==> src/rtl/can_fd_bit_destuff_if.sv <==
// Signal bundle between bit timing / BSP FSM and the CAN FD bit de-stuffer.
interface can_fd_bit_destuff_if;
  logic       sample_point;
  logic       sampled_bit;
  logic       initialize;
  logic       fixed_stuff_mode;
  logic       rx_bit;
  logic       rx_bit_valid;
  logic       stuff_bit_dropped;
  logic       stuff_err;
  logic [2:0] stuff_count_gray;
  logic       stuff_count_parity;

  modport master (
    output sample_point, sampled_bit, initialize, fixed_stuff_mode,
    input  rx_bit, rx_bit_valid, stuff_bit_dropped, stuff_err,
           stuff_count_gray, stuff_count_parity
  );

  modport slave (
    input  sample_point, sampled_bit, initialize, fixed_stuff_mode,
    output rx_bit, rx_bit_valid, stuff_bit_dropped, stuff_err,
           stuff_count_gray, stuff_count_parity
  );
endinterface

==> src/rtl/can_fd_bit_destuff.sv <==
// CAN FD receive de-stuffer: removes dynamic stuff bits in the arbitration/data
// phase and fixed stuff bits in the FD stuff-count/CRC fields, flagging violations.
module can_fd_bit_destuff #(
  parameter int Tp             = 1,
  parameter int STUFF_LEN      = 5,
  parameter int FIXED_INTERVAL = 4
) (
  input logic                  clk,
  input logic                  rst_n,
  can_fd_bit_destuff_if.slave  bus
);

  localparam int RUN_W = $clog2(STUFF_LEN + 1);
  localparam int FIX_W = $clog2(FIXED_INTERVAL + 1);

  // Tp only exists for compatibility with delay-annotated models; no delay is modelled here.
  if (Tp < 0 || STUFF_LEN < 2 || FIXED_INTERVAL < 1) begin : g_param_check
    $error("can_fd_bit_destuff: illegal parameter value");
  end

  typedef enum logic [1:0] {
    IDLE    = 2'd0,
    DYNAMIC = 2'd1,
    FIXED   = 2'd2,
    ERROR   = 2'd3
  } state_t;

  state_t           state_q, state_d;
  logic             rx_bit_q, rx_bit_d;
  logic             rx_bit_valid_q, rx_bit_valid_d;
  logic             stuff_bit_dropped_q, stuff_bit_dropped_d;
  logic             stuff_err_q, stuff_err_d;
  logic [RUN_W-1:0] run_len_q, run_len_d;
  logic             last_bit_q, last_bit_d;
  logic [FIX_W-1:0] fix_cnt_q, fix_cnt_d;
  logic [2:0]       dyn_cnt_q, dyn_cnt_d;

  logic smp;
  assign smp = bus.sampled_bit;

  always_comb begin
    state_d             = state_q;
    rx_bit_d            = rx_bit_q;
    rx_bit_valid_d      = 1'b0;
    stuff_bit_dropped_d = 1'b0;
    stuff_err_d         = 1'b0;
    run_len_d           = run_len_q;
    last_bit_d          = last_bit_q;
    fix_cnt_d           = fix_cnt_q;
    dyn_cnt_d           = dyn_cnt_q;

    if (bus.initialize) begin
      state_d    = IDLE;
      run_len_d  = '0;
      fix_cnt_d  = '0;
      dyn_cnt_d  = '0;
      last_bit_d = 1'b1;
    end else if (bus.sample_point) begin
      unique case (state_q)
        IDLE: begin
          if (!smp) begin
            state_d        = DYNAMIC;
            rx_bit_d       = 1'b0;
            rx_bit_valid_d = 1'b1;
            run_len_d      = RUN_W'(1);
            last_bit_d     = 1'b0;
          end
        end

        DYNAMIC: begin
          // Fixed stuffing takes over at once: this very sample is the first fixed stuff bit.
          if (bus.fixed_stuff_mode) begin
            if (smp != last_bit_q) begin
              state_d             = FIXED;
              stuff_bit_dropped_d = 1'b1;
              fix_cnt_d           = '0;
              last_bit_d          = smp;
            end else begin
              state_d     = ERROR;
              stuff_err_d = 1'b1;
            end
          end else if (run_len_q == RUN_W'(STUFF_LEN)) begin
            if (smp != last_bit_q) begin
              stuff_bit_dropped_d = 1'b1;
              run_len_d           = RUN_W'(1);
              last_bit_d          = smp;
              dyn_cnt_d           = dyn_cnt_q + 3'd1;
            end else begin
              state_d     = ERROR;
              stuff_err_d = 1'b1;
            end
          end else begin
            rx_bit_d       = smp;
            rx_bit_valid_d = 1'b1;
            run_len_d      = (smp == last_bit_q) ? run_len_q + RUN_W'(1) : RUN_W'(1);
            last_bit_d     = smp;
          end
        end

        FIXED: begin
          if (!bus.fixed_stuff_mode) begin
            state_d        = DYNAMIC;
            rx_bit_d       = smp;
            rx_bit_valid_d = 1'b1;
            run_len_d      = RUN_W'(1);
            last_bit_d     = smp;
          end else if (fix_cnt_q == FIX_W'(FIXED_INTERVAL)) begin
            if (smp != last_bit_q) begin
              stuff_bit_dropped_d = 1'b1;
              fix_cnt_d           = '0;
              last_bit_d          = smp;
            end else begin
              state_d     = ERROR;
              stuff_err_d = 1'b1;
            end
          end else begin
            rx_bit_d       = smp;
            rx_bit_valid_d = 1'b1;
            fix_cnt_d      = fix_cnt_q + FIX_W'(1);
            last_bit_d     = smp;
          end
        end

        ERROR: ;

        default: state_d = IDLE;
      endcase
    end
  end

  always_ff @(posedge clk or negedge rst_n) begin
    if (!rst_n) begin
      state_q             <= IDLE;
      rx_bit_q            <= 1'b1;
      rx_bit_valid_q      <= 1'b0;
      stuff_bit_dropped_q <= 1'b0;
      stuff_err_q         <= 1'b0;
      run_len_q           <= '0;
      last_bit_q          <= 1'b1;
      fix_cnt_q           <= '0;
      dyn_cnt_q           <= '0;
    end else begin
      state_q             <= state_d;
      rx_bit_q            <= rx_bit_d;
      rx_bit_valid_q      <= rx_bit_valid_d;
      stuff_bit_dropped_q <= stuff_bit_dropped_d;
      stuff_err_q         <= stuff_err_d;
      run_len_q           <= run_len_d;
      last_bit_q          <= last_bit_d;
      fix_cnt_q           <= fix_cnt_d;
      dyn_cnt_q           <= dyn_cnt_d;
    end
  end

  assign bus.rx_bit             = rx_bit_q;
  assign bus.rx_bit_valid       = rx_bit_valid_q;
  assign bus.stuff_bit_dropped  = stuff_bit_dropped_q;
  assign bus.stuff_err          = stuff_err_q;
  assign bus.stuff_count_gray   = dyn_cnt_q ^ (dyn_cnt_q >> 1);
  assign bus.stuff_count_parity = ^bus.stuff_count_gray;

endmodule

==> src/flat_wrapper.sv <==
// flat-port wrapper written by rule: the top's interface ports become plain ports
module can_fd_bit_destuff_flat 
#(
  parameter int Tp             = 1,
  parameter int STUFF_LEN      = 5,
  parameter int FIXED_INTERVAL = 4
)
  (clk, rst_n, bus_sample_point, bus_sampled_bit, bus_initialize, bus_fixed_stuff_mode, bus_rx_bit, bus_rx_bit_valid, bus_stuff_bit_dropped, bus_stuff_err, bus_stuff_count_gray, bus_stuff_count_parity);
  can_fd_bit_destuff_if bus_i ();
  input logic clk;
  input logic rst_n;
  input wire logic [$bits(bus_i.sample_point)-1:0] bus_sample_point;
  input wire logic [$bits(bus_i.sampled_bit)-1:0] bus_sampled_bit;
  input wire logic [$bits(bus_i.initialize)-1:0] bus_initialize;
  input wire logic [$bits(bus_i.fixed_stuff_mode)-1:0] bus_fixed_stuff_mode;
  output wire logic [$bits(bus_i.rx_bit)-1:0] bus_rx_bit;
  output wire logic [$bits(bus_i.rx_bit_valid)-1:0] bus_rx_bit_valid;
  output wire logic [$bits(bus_i.stuff_bit_dropped)-1:0] bus_stuff_bit_dropped;
  output wire logic [$bits(bus_i.stuff_err)-1:0] bus_stuff_err;
  output wire logic [$bits(bus_i.stuff_count_gray)-1:0] bus_stuff_count_gray;
  output wire logic [$bits(bus_i.stuff_count_parity)-1:0] bus_stuff_count_parity;
  assign bus_i.sample_point = bus_sample_point;
  assign bus_i.sampled_bit = bus_sampled_bit;
  assign bus_i.initialize = bus_initialize;
  assign bus_i.fixed_stuff_mode = bus_fixed_stuff_mode;
  assign bus_rx_bit = bus_i.rx_bit;
  assign bus_rx_bit_valid = bus_i.rx_bit_valid;
  assign bus_stuff_bit_dropped = bus_i.stuff_bit_dropped;
  assign bus_stuff_err = bus_i.stuff_err;
  assign bus_stuff_count_gray = bus_i.stuff_count_gray;
  assign bus_stuff_count_parity = bus_i.stuff_count_parity;
  can_fd_bit_destuff #(.Tp(Tp), .STUFF_LEN(STUFF_LEN), .FIXED_INTERVAL(FIXED_INTERVAL)) u_core (.clk(clk), .rst_n(rst_n), .bus(bus_i));
endmodule
==> config.mk <==
export PLATFORM = sky130hd
export DESIGN_NAME = can_fd_bit_destuff_flat
export DESIGN_NICKNAME = d
export VERILOG_FILES = /design/src/rtl/can_fd_bit_destuff_if.sv /design/src/rtl/can_fd_bit_destuff.sv /design/src/flat_wrapper.sv
export SDC_FILE = /design/constraint.sdc
export NUM_CORES = 1
export LEC_CHECK = 0
export CAP_MARGIN = 20
export CELL_PAD_IN_SITES_DETAIL_PLACEMENT = 2
export CELL_PAD_IN_SITES_GLOBAL_PLACEMENT = 2
export CORE_UTILIZATION = 38
export DETAILED_ROUTE_END_ITERATION = 12
export GPL_ROUTABILITY_DRIVEN = 0
export MAX_ROUTING_LAYER = met4
export PLACE_DENSITY = 0.85
export SYNTH_ARGS = -nofsm -noshare
export SYNTH_HDL_FRONTEND = slang
export SYNTH_SLANG_ARGS = --single-unit
==> constraint.sdc <==
create_clock -name clk -period 3.5 [get_ports clk]
set_clock_uncertainty 0.2 [all_clocks]
set_input_delay 0.35 -clock clk [delete_from_list [all_inputs] [get_ports clk]]
set_output_delay 0.35 -clock clk [all_outputs]
set_load 0.01 [all_outputs]
==> results of run 1 <==
==> cell type report <==
| class | count | area (um2) | area share |
|---|---|---|---|
| inverters | 7 | 26.3 | 0.0198 |
| flip-flops and latches | 16 | 403 | 0.304 |
| multi-input cells | 86 | 692 | 0.523 |
| well taps | 31 | 38.8 | 0.0293 |
| clock buffers | 4 | 26.3 | 0.0198 |
| repair buffers | 14 | 138 | 0.104 |
==> worst paths after layout <==
| check | end | slack (ns) | depth (start not counted) |
|---|---|---|---|
| max | bus_stuff_count_parity | 1.12 | 3 |
| min | u_core.dyn_cnt_q[2] | 0.29 | 1 |
| max reg2reg | u_core.state_q[0] | 1.27 | 6 |
| min reg2reg | u_core.fix_cnt_q[0] | 0.36 | 1 |
| max in group asynchronous | u_core.state_q[0] | 2.34 | 1 |
| min in group clk | u_core.fix_cnt_q[0] | 0.36 | 1 |
==> worst max-delay path, stage by stage, from the launching register on <==
cell,delay (ns)
dfrtp_1,0.45
ha_1,0.34
xor2_1,0.18
clkdlybuf4s50_1,0.56
==> placed cells by master (no fill, tap or decap), types with 3 or more instances in the layout <==
cell             Yosys  layout
nor3_1               4       4
inv_1                7       7
clkbuf_4             0       3
ha_1                 9       9
mux2i_1              4       4
a21oi_1              3       3
dfrtp_1             14      14
o31ai_1              3       3
clkdlybuf4s50_1      0      13
nand2_1              9       9
nor2_1               7       7
xor2_1               3       3
==> routing by layer <==
metal | up-vias | global-route usage
met5 | - | -
met4 | 0 | 0.0850
met3 | 6 | 0.0290
met2 | 16 | 0.350
met1 | 465 | 0.245
li1 | 438 | -
==> cell families after synthesis <==
family,count (synthesis),share of synthesized area
multiplexers,6,0.0593
XOR/XNOR,5,0.0434
AO/OA/AOI/OAI,29,0.212
AND/OR/NAND/NOR,37,0.176
adder cells (fa/ha/maj),9,0.0952
flip-flops,16,0.341
buffers and inverters,14,0.0741
==> power breakdown <==
| part | internal (mW) | switching, mW | total [mW] |
|---|---|---|---|
| logic | 0.166 | 0.230 | 0.396 |
| clock network | 0.0443 | 0.0623 | 0.107 |
| registers | 0.223 | 0.0338 | 0.256 |
| total | 0.433 | 0.326 | 0.760 |
==> flip-flops by register name, indices dropped and copies added (netlist names) <==
name,count
u_core.bus.rx_bit,1
u_core.bus.rx_bit_valid,1
u_core.bus.stuff_bit_dropped,1
u_core.bus.stuff_err,1
u_core.dyn_cnt_q,3
u_core.fix_cnt_q,3
u_core.last_bit_q,1
u_core.run_len_q,3
u_core.state_q,2
==> metrics.cfg, run 1 <==
[outcome]
status = finished with violations
violations = DRC

[global_routing]
grt_start_max_net_pins = 17
grt_pass1_vias = 1025
grt_pass1_wl_um = 4980
grt.total_usage = 0.206
grt-ovfl-total = 0
antenna_found_initial = 0

[synthesis]
yosys.area.top_type = dfrtp_1
synth.area.top_cells = dfrtp_1 (30%), ha_1 (9.5%), dfstp_2 (4.4%), buf_6 (3.8%), mux2i_1 (3.4%)
avgSynthCellArea_um2 = 10.2
ys_seq_area_frac = 0.341
synth_nets = 131
synthDistinctLibCells = 50
synth-async-reset-ratio = 1.00
synthTopCellsByCount = dfrtp_1 (14), ha_1 (9), nand2_1 (9), inv_1 (7), nor2_1 (7)
yosysMostFrequentCell = dfrtp_1
synth_flop_cell = dfrtp_1
ys_ff_latch = 16
yosys_warnings = 0
synthCells = 116
mappedNetlistArea_um2 = 1180
synth_edf_count = 0
synth_top_area_frac = 0.296

[sta]
setup_tns_ns = 0
finalSetupViolations = 0
min_period_ns = 2.38
slew_headroom = 0.502
max_freq_ghz = 0.420
hold_viol_final = 0
rsz0062_at_grt = false
slew_violations = 0
fin_ws_ns = 1.12
worst_pin_slew_ns = 0.745
finalCritPeriodShare = 0.681
whs_ns = 0.286

[job]
drv_cap = 0

[power_and_ir_drop]
peakVddDrop_mv = 0.252
finalPower_uw = 760
p_leak_nw = 0.576
powerDensity_nw_per_um2 = 574

[hold_path]
holdCritPathClass = in -> async

[route]
dr_total_vias = 925
top_layer_used = met4
met1Wirelength_um = 1360
detail-route-antenna-nets = 0
wl_um = 3030
vias_per_cell = 5.85
drt-initial-drc-count = 10
dr_wl_met3_um = 62
wl_per_cell_um = 19.2
wl_met2_um = 1550
first_pass_iters = 8
drc = 2

[clocking]
cts_tree = built
cts_buffers = 3
clk_path_buf_depth = 2
ctsHoldBuffers = 0
htreeDepth = 1
postCtsSetupRepairBufs = 0
worstSkewPairLatency_ns = 0.29
root_buffer = clkbuf_4
ctsResizeCount = 0
clk_transition_reported_paths_ns = 0.11
cts_sinks = 16

[die]
ioPinCount = 14
dieArea_um2 = 3340
start_util = 0.414
fp.dieW_um = 57.8
core_area_um2 = 2850
rows = 19
dieHeight_um = 57.8

[cells_and_area]
fin_area_um2 = 1320
antenna_cells = 0
nets = 143
fin_cells = 158
area_growth_pct = 12.0
drive_gt1_frac = 0.157
post-route-util = 0.464
nFillCells = 330

[setup_path]
cp.required_ns = 2.95
end_kind = output pin
startpoint = u_core.dyn_cnt_q[1]
cp.arrival_ns = 1.83
r2r_start = u_core.state_q[0]
crit_path_max_fanout = 4
startpoint_type = register
worstSetupPathType = reg -> out

[placed_design]
hpwl_um = 2210
dp_cells = 154
place_ws_ns = 0.954
io_buffers = 13
place_area_um2 = 1300

No activity file was read; power rests on OpenSTA's default activity.
==> inputs of run 2 (changes only) <==
Settings changed: CORE_UTILIZATION 38 to 35, PLACE_DENSITY 0.85 to 0.8.
Clock period 3.5 ns to 2.26 ns, I/O delays scaled along.
==> run 2 against run 1 <==
The run now ends clean. Register-to-register slack worse by 1.2 ns. Sequential power is 56% higher. Global-route usage is 0.72 points lower. Die area is 8.3% higher. Combinational power is 60% higher. Largest power group unchanged. Critical path depth is 3 higher. Clock power is 53% higher. Cell count is 12% higher. Hold slack worse by 0.24 ns. Sequential share of layout area is 1.3 points lower. Cell area is 4.8% higher.
==> metrics.cfg, run 2 (synthesized netlist as in run 1, its figures left out) <==
[sta]
min_period_ns = 2.16
rsz0062_at_grt = false  ; unchanged
finalSetupViolations = 0  ; unchanged
slew_violations = 0  ; unchanged
finalCritPeriodShare = 0.955
worst_pin_slew_ns = 0.372  ; was 0.745 ns
slew_headroom = 0.749  ; was 0.502
hold_viol_final = 0  ; unchanged
whs_ns = 0.0478  ; was 0.286 ns
setup_tns_ns = 0  ; unchanged
max_freq_ghz = 0.463

[cells_and_area]
reg.largest.list = u_core.dyn_cnt_q: 3 flops, u_core.fix_cnt_q: 3 flops, u_core.run_len_q: 3 flops  ; unchanged
final_common_cell = dfrtp_1  ; unchanged
multi_input_area_um2 = 694  ; was 692 um2
nets = 149  ; was 143
seq_area_um2 = 404  ; was 403 um2
antenna_cells = 0  ; unchanged
final_cell_mix = dfrtp_1 (13), clkdlybuf4s50_1 (12), nand2_1 (9)  ; was dfrtp_1 (14), clkdlybuf4s50_1 (13), nand2_1 (9), ha_1 (9)
area_growth_pct = 17.4  ; was 12.0%
nFillCells = 345  ; was 330
drive_gt1_frac = 0.211  ; was 0.157

[setup_path]
reg2reg_depth = 6  ; unchanged
r2r_start = u_core.state_q[1]  ; was u_core.state_q[0]
critical-path-top-delay-family = flip-flops  ; was buffers and inverters
slowest_stage = dfrtp_1  ; was clkdlybuf4s50_1
worstSetupPathType = reg -> reg  ; was reg -> out
cp.required_ns = 2.25  ; was 2.95 ns
cp.arrival_ns = 2.15  ; was 1.83 ns
crit_path_max_fanout = 6  ; was 4
critPathMaxStageDelay_ns = 0.43  ; was 0.56 ns
startpoint_type = register  ; unchanged
end_kind = register  ; was output pin
path_buf_inv = 1  ; unchanged
cp_cell_sequence = inv_1 -> ha_1 -> or2_1 -> a31oi_4 -> nor2_2 -> mux2_4  ; was ha_1 -> xor2_1 -> clkdlybuf4s50_1
r2r_slack_ns = 0.10  ; was 1.27 ns
r2r-end = u_core.run_len_q[0]  ; was u_core.state_q[0]

[power_and_ir_drop]
p_leak_nw = 0.607  ; was 0.576 nW
peakVddDrop_mv = 0.367  ; was 0.252 mV
pwr-share-clk = 0.137  ; was 0.140
comb_power_share = 0.531  ; was 0.522
netSwitchingPower_uw = 502  ; was 326 uW
powerDensity_nw_per_um2 = 863  ; was 574 nW/um2
seqPwrFrac = 0.333  ; was 0.338
swShare = 0.420  ; was 0.430
p_int_uw = 695  ; was 433 uW

[clocking]
ctsHoldBuffers = 0  ; unchanged
root_buffer = clkbuf_4  ; unchanged
cts_sinks = 16  ; unchanged
htreeDepth = 1  ; unchanged
cts_buffers = 3  ; unchanged
postCtsSetupRepairBufs = 0  ; unchanged
worstSkewPairLatency_ns = 0.29  ; about the same
clk_path_buf_depth = 2  ; unchanged
clk_transition_reported_paths_ns = 0.11  ; about the same
cts_tree = built  ; unchanged

[die]
ioPinCount = 14  ; unchanged
core_area_um2 = 3130  ; was 2850 um2
fp.dieW_um = 60.1  ; was 57.8 um
dieArea_um2 = 3610  ; was 3340 um2
start_util = 0.378  ; was 0.414
rows = 20  ; was 19
dieHeight_um = 60.1  ; was 57.8 um

[route]
wl_per_cell_um = 17.2  ; was 19.2 um
wl_um = 3040  ; was 3030 um
first_pass_iters = 3  ; was 8
drc = 0  ; was 2
drt-initial-drc-count = 19  ; was 10
vias_per_cell = 5.24  ; was 5.85
detail-route-antenna-nets = 0  ; unchanged
dr_total_vias = 928  ; was 925

[global_routing]
grt.total_usage = 0.199  ; was 0.206
grt_start_max_net_pins = 17  ; unchanged
antenna_found_initial = 0  ; unchanged
grt_pass1_vias = 1042  ; was 1025
grt-ovfl-total = 0  ; unchanged
grt_pass1_wl_um = 5110  ; was 4980 um

[hold_path]
holdCritPathClass = in -> async  ; unchanged

[placed_design]
io_buffers = 13  ; unchanged
hpwl_um = 2410  ; was 2210 um

[outcome]
status = finished clean  ; was finished with violations

[job]
drv_cap = 0  ; unchanged

## run 2: power groups by stage
stage | combinational, mW | sequential (mW) | clock, mW
after floorplan | 0.461 | 0.396 | 0
after global placement | 0.604 | 0.394 | 0
after detailed placement | 0.635 | 0.403 | 0
after CTS | 0.637 | 0.398 | 0.168
after global routing | 0.698 | 0.409 | 0.180
final | 0.635 | 0.399 | 0.164
## run 2: cell type report
cell class	instances	area share
flip-flops and latches	16	0.291
inverters	7	0.0189
clock buffers	4	0.0189
well taps	44	0.0397
multi-input cells	86	0.500
repair buffers	20	0.131
## run 2: worst max path at each step
stage,to,slack (ns),start,cells past startpoint
floorplan,u_core.run_len_q[0],0.29,u_core.state_q[0],6
global placement,u_core.run_len_q[0],0.21,u_core.state_q[0],6
detailed placement,u_core.run_len_q[0],0.09,u_core.state_q[0],6
CTS,u_core.run_len_q[0],0.08,u_core.state_q[0],6
global route,u_core.state_q[0],0.01,u_core.state_q[0],6
finish,u_core.run_len_q[0],0.10,u_core.state_q[1],6
## run 2: worst register-to-register path, cell delays in order, from the launching register on
cell,delay [ns]
dfrtp_1,0.43
inv_1,0.10
ha_1,0.34
or2_1,0.26
a31oi_4,0.30
nor2_2,0.10
mux2_4,0.31
## run 2: timing repair
item | 4_1_cts | 5_1_grt
setup endpoints to repair | 1 | 2
cloned | 0 | 0
pin swaps | 0 | 1
gates resized for setup | 1 | 2
## run 2: routing by layer
layer / global-route usage / wire length, um / vias to the layer above
met2: 0.316 / 1470 / 14
li1: - / - / 452
met5: - / 0 / -
met1: 0.263 / 1480 / 458
met4: 0.0565 / 26 / 0
met3: 0.0260 / 58 / 4
## run 2: metrics by stage
stage	worst slack (ns)	area, um2	utilization	power [mW]	std cells
floorplan	0.289	1180	-	0.857	116
global placement	0.206	1360	0.434	0.998	173
detailed placement	0.0942	1360	0.434	1.04	173
CTS	0.0768	1380	0.442	1.20	177
global route	0.0105	1390	0.444	1.29	177
finish	0.101	1390	0.444	1.20	177
==> inputs of run 3 (changes only) <==
Settings changed: CELL_PAD_IN_SITES_DETAIL_PLACEMENT 2 to unset, CELL_PAD_IN_SITES_GLOBAL_PLACEMENT 2 to unset, CORE_UTILIZATION 35 to 40, PLACE_DENSITY 0.8 to 0.62.
==> run 3 against run 2 <==
First-iteration DRC count is 37% higher. Sequential power fell by 2%. Power shrank 0.88%. Clock-buffer cell count stayed put. Wire length is 24% lower. Non-clock buffer count up 1. Combinational power fell by 6.5%. Cell count is 6.8% lower. Die area fell by 12%. Sequential share of layout area is 0.064 points lower. Hold slack got worse by 0.0094 ns. Largest cell class unchanged. Largest power group unchanged. Highest routed layer unchanged.
==> metrics.cfg, run 3 (synthesized netlist as in run 1, its figures left out) <==
[outcome]
status = finished clean  ; unchanged

[route]
drc = 0  ; unchanged
drt-initial-drc-count = 26  ; was 19
first_pass_iters = 4  ; was 3
wl_per_cell_um = 13.9  ; was 17.2 um
dr_total_vias = 907  ; was 928
detail-route-antenna-nets = 0  ; unchanged
vias_per_cell = 5.50  ; was 5.24
wl_um = 2300  ; was 3040 um

[global_routing]
grt_start_max_net_pins = 17  ; unchanged
grt_pass1_vias = 908  ; was 1042
gr-usage-met3 = 0.0207  ; was 0.0260
antenna_found_initial = 0  ; unchanged
grt.total_usage = 0.170  ; was 0.199
grt_pass1_wl_um = 4090  ; was 5110 um
grt-ovfl-total = 0  ; unchanged
met1_usage = 0.230  ; was 0.263
met2_usage = 0.264  ; was 0.316
top_usage_layer = met2  ; unchanged

[placed_design]
dp_cells = 159  ; was 173
io_buffers = 13  ; unchanged
hpwl_um = 1790  ; was 2410 um

[setup_path]
startpoint_type = register  ; unchanged
crit_path_max_fanout = 4  ; was 6
cp.arrival_ns = 1.75  ; was 2.15 ns
r2r_start = u_core.state_q[0]  ; was u_core.state_q[1]
r2r-end = u_core.run_len_q[0]  ; unchanged
worstSetupEndpoint = bus_stuff_count_parity  ; was u_core.run_len_q[0]
worstSetupPathType = reg -> out  ; was reg -> reg
cp.required_ns = 1.83  ; was 2.25 ns
startpoint = u_core.dyn_cnt_q[1]  ; was u_core.state_q[1]
r2r_slack_ns = 0.15  ; was 0.10 ns
end_kind = output pin  ; was register
reg2reg_depth = 6  ; unchanged

[clocking]
worstSkewPairLatency_ns = 0.29  ; about the same
htreeDepth = 1  ; unchanged
cts_tree = built  ; unchanged
cts_buffers = 3  ; unchanged
ctsResizeCount = 0  ; was 1
clk_path_buf_depth = 2  ; unchanged
root_buffer = clkbuf_4  ; unchanged
cts_sinks = 16  ; unchanged
clk_transition_reported_paths_ns = 0.11  ; about the same

[die]
dieArea_um2 = 3180  ; was 3610 um2
core_area_um2 = 2780  ; was 3130 um2
dieHeight_um = 56.4  ; was 60.1 um
rows = 19  ; was 20
fp.dieW_um = 56.4  ; was 60.1 um
ioPinCount = 14  ; unchanged
start_util = 0.425  ; was 0.378

[cells_and_area]
antenna_cells = 0  ; unchanged
nets = 150  ; was 149
area_growth_pct = 17.2  ; was 17.4%
final_common_cell = dfrtp_1  ; unchanged
fin_cells = 165  ; was 177
reg.largest.list = u_core.dyn_cnt_q: 3 flops, u_core.fix_cnt_q: 3 flops, u_core.run_len_q: 3 flops  ; unchanged
final_cell_mix = dfrtp_1 (14), clkdlybuf4s50_1 (13), nand2_1 (9), ha_1 (9), buf_4 (8)  ; was dfrtp_1 (13), clkdlybuf4s50_1 (12), nand2_1 (9)
drive_gt1_frac = 0.209  ; was 0.211

[sta]
slew_violations = 0  ; unchanged
max_freq_ghz = 0.459  ; was 0.463 GHz
setup_tns_ns = 0  ; unchanged
finalSetupViolations = 0  ; unchanged
hold_viol_final = 0  ; unchanged
worst_pin_slew_ns = 0.341  ; was 0.372 ns
finalCritPeriodShare = 0.964  ; was 0.955
slew_headroom = 0.770  ; was 0.749
min_period_ns = 2.18  ; was 2.16 ns
rsz0062_at_grt = false  ; unchanged

[power_and_ir_drop]
peakVddDrop_mv = 0.462  ; was 0.367 mV
p_leak_nw = 0.617  ; was 0.607 nW
powerDensity_nw_per_um2 = 856  ; was 863 nW/um2

[hold_path]
holdCritPathClass = in -> async  ; unchanged

[job]
drv_cap = 0  ; unchanged

## run 3: cell count changes in the layout (fill, tap and decap cells not counted), sizes merged
cell           previous run  this run
clkdlybuf4s50            12        13
dlygate4sd2               1         0
buf                       7         8
## run 3: critical path, stage by stage (launching register included)
cell and delay [ns]:
dfrtp_1 0.43, ha_1 0.33, xor2_1 0.16, clkdlybuf4s50_1 0.55
## run 3: what timing repair did
item | in CTS | in global routing
hold buffers | 0 | 0
setup buffers | 0 | 2
hold endpoints to repair | 0 | 0
setup endpoints to repair | 0 | 1
## run 3: power breakdown
group / internal (mW) / switching [mW]
Clock: 0.0980 / 0.103
Combinational: 0.271 / 0.323
Sequential: 0.345 / 0.0470
## run 3: metrics by stage
stage | instance area (um2) | hold WS (ns) | util | power, mW | worst slack, ns
after CTS | 1370 | 0.0465 | 0.493 | 1.20 | 0.0375
after floorplan | 1180 | -0.270 | - | 0.857 | 0.289
final | 1390 | 0.0383 | 0.498 | 1.19 | 0.0816
after detailed placement | 1340 | 0.325 | 0.480 | 0.993 | 0.150
after global placement | 1340 | 0.317 | 0.480 | 0.978 | 0.167
after global routing | 1390 | 0.0682 | 0.498 | 1.28 | 0.00785
## run 3: cell type report
type	instances	area, um2
Clock buffer	4	36.3
Fill cell	283	1400
Inverter	7	26.3
Multi-Input combinational cell	86	692
Sequential cell	16	403
Tap cell	31	38.8
Timing Repair Buffer	21	190
## run 3: worst min path at each step
stage / start / end / slack [ns] / depth (start not counted)
final: rst_n / u_core.fix_cnt_q[1] / 0.04 / 2
after detailed placement: u_core.fix_cnt_q[0] / u_core.fix_cnt_q[0] / 0.33 / 1
after floorplan: rst_n / u_core.bus.rx_bit_valid / -0.27 / 0
after global routing: rst_n / u_core.fix_cnt_q[0] / 0.07 / 2
after global placement: u_core.fix_cnt_q[0] / u_core.fix_cnt_q[0] / 0.32 / 1
after CTS: rst_n / u_core.bus.stuff_err / 0.05 / 2
## run 3: metal layers
metal / up-vias / part of all wire / wire length, um
li1: 452 / - / -
met1: 432 / 0.49 / 1120
met2: 19 / 0.47 / 1090
met3: 4 / 0.029 / 67
met4: 0 / 0.011 / 26
met5: - / 0 / 0
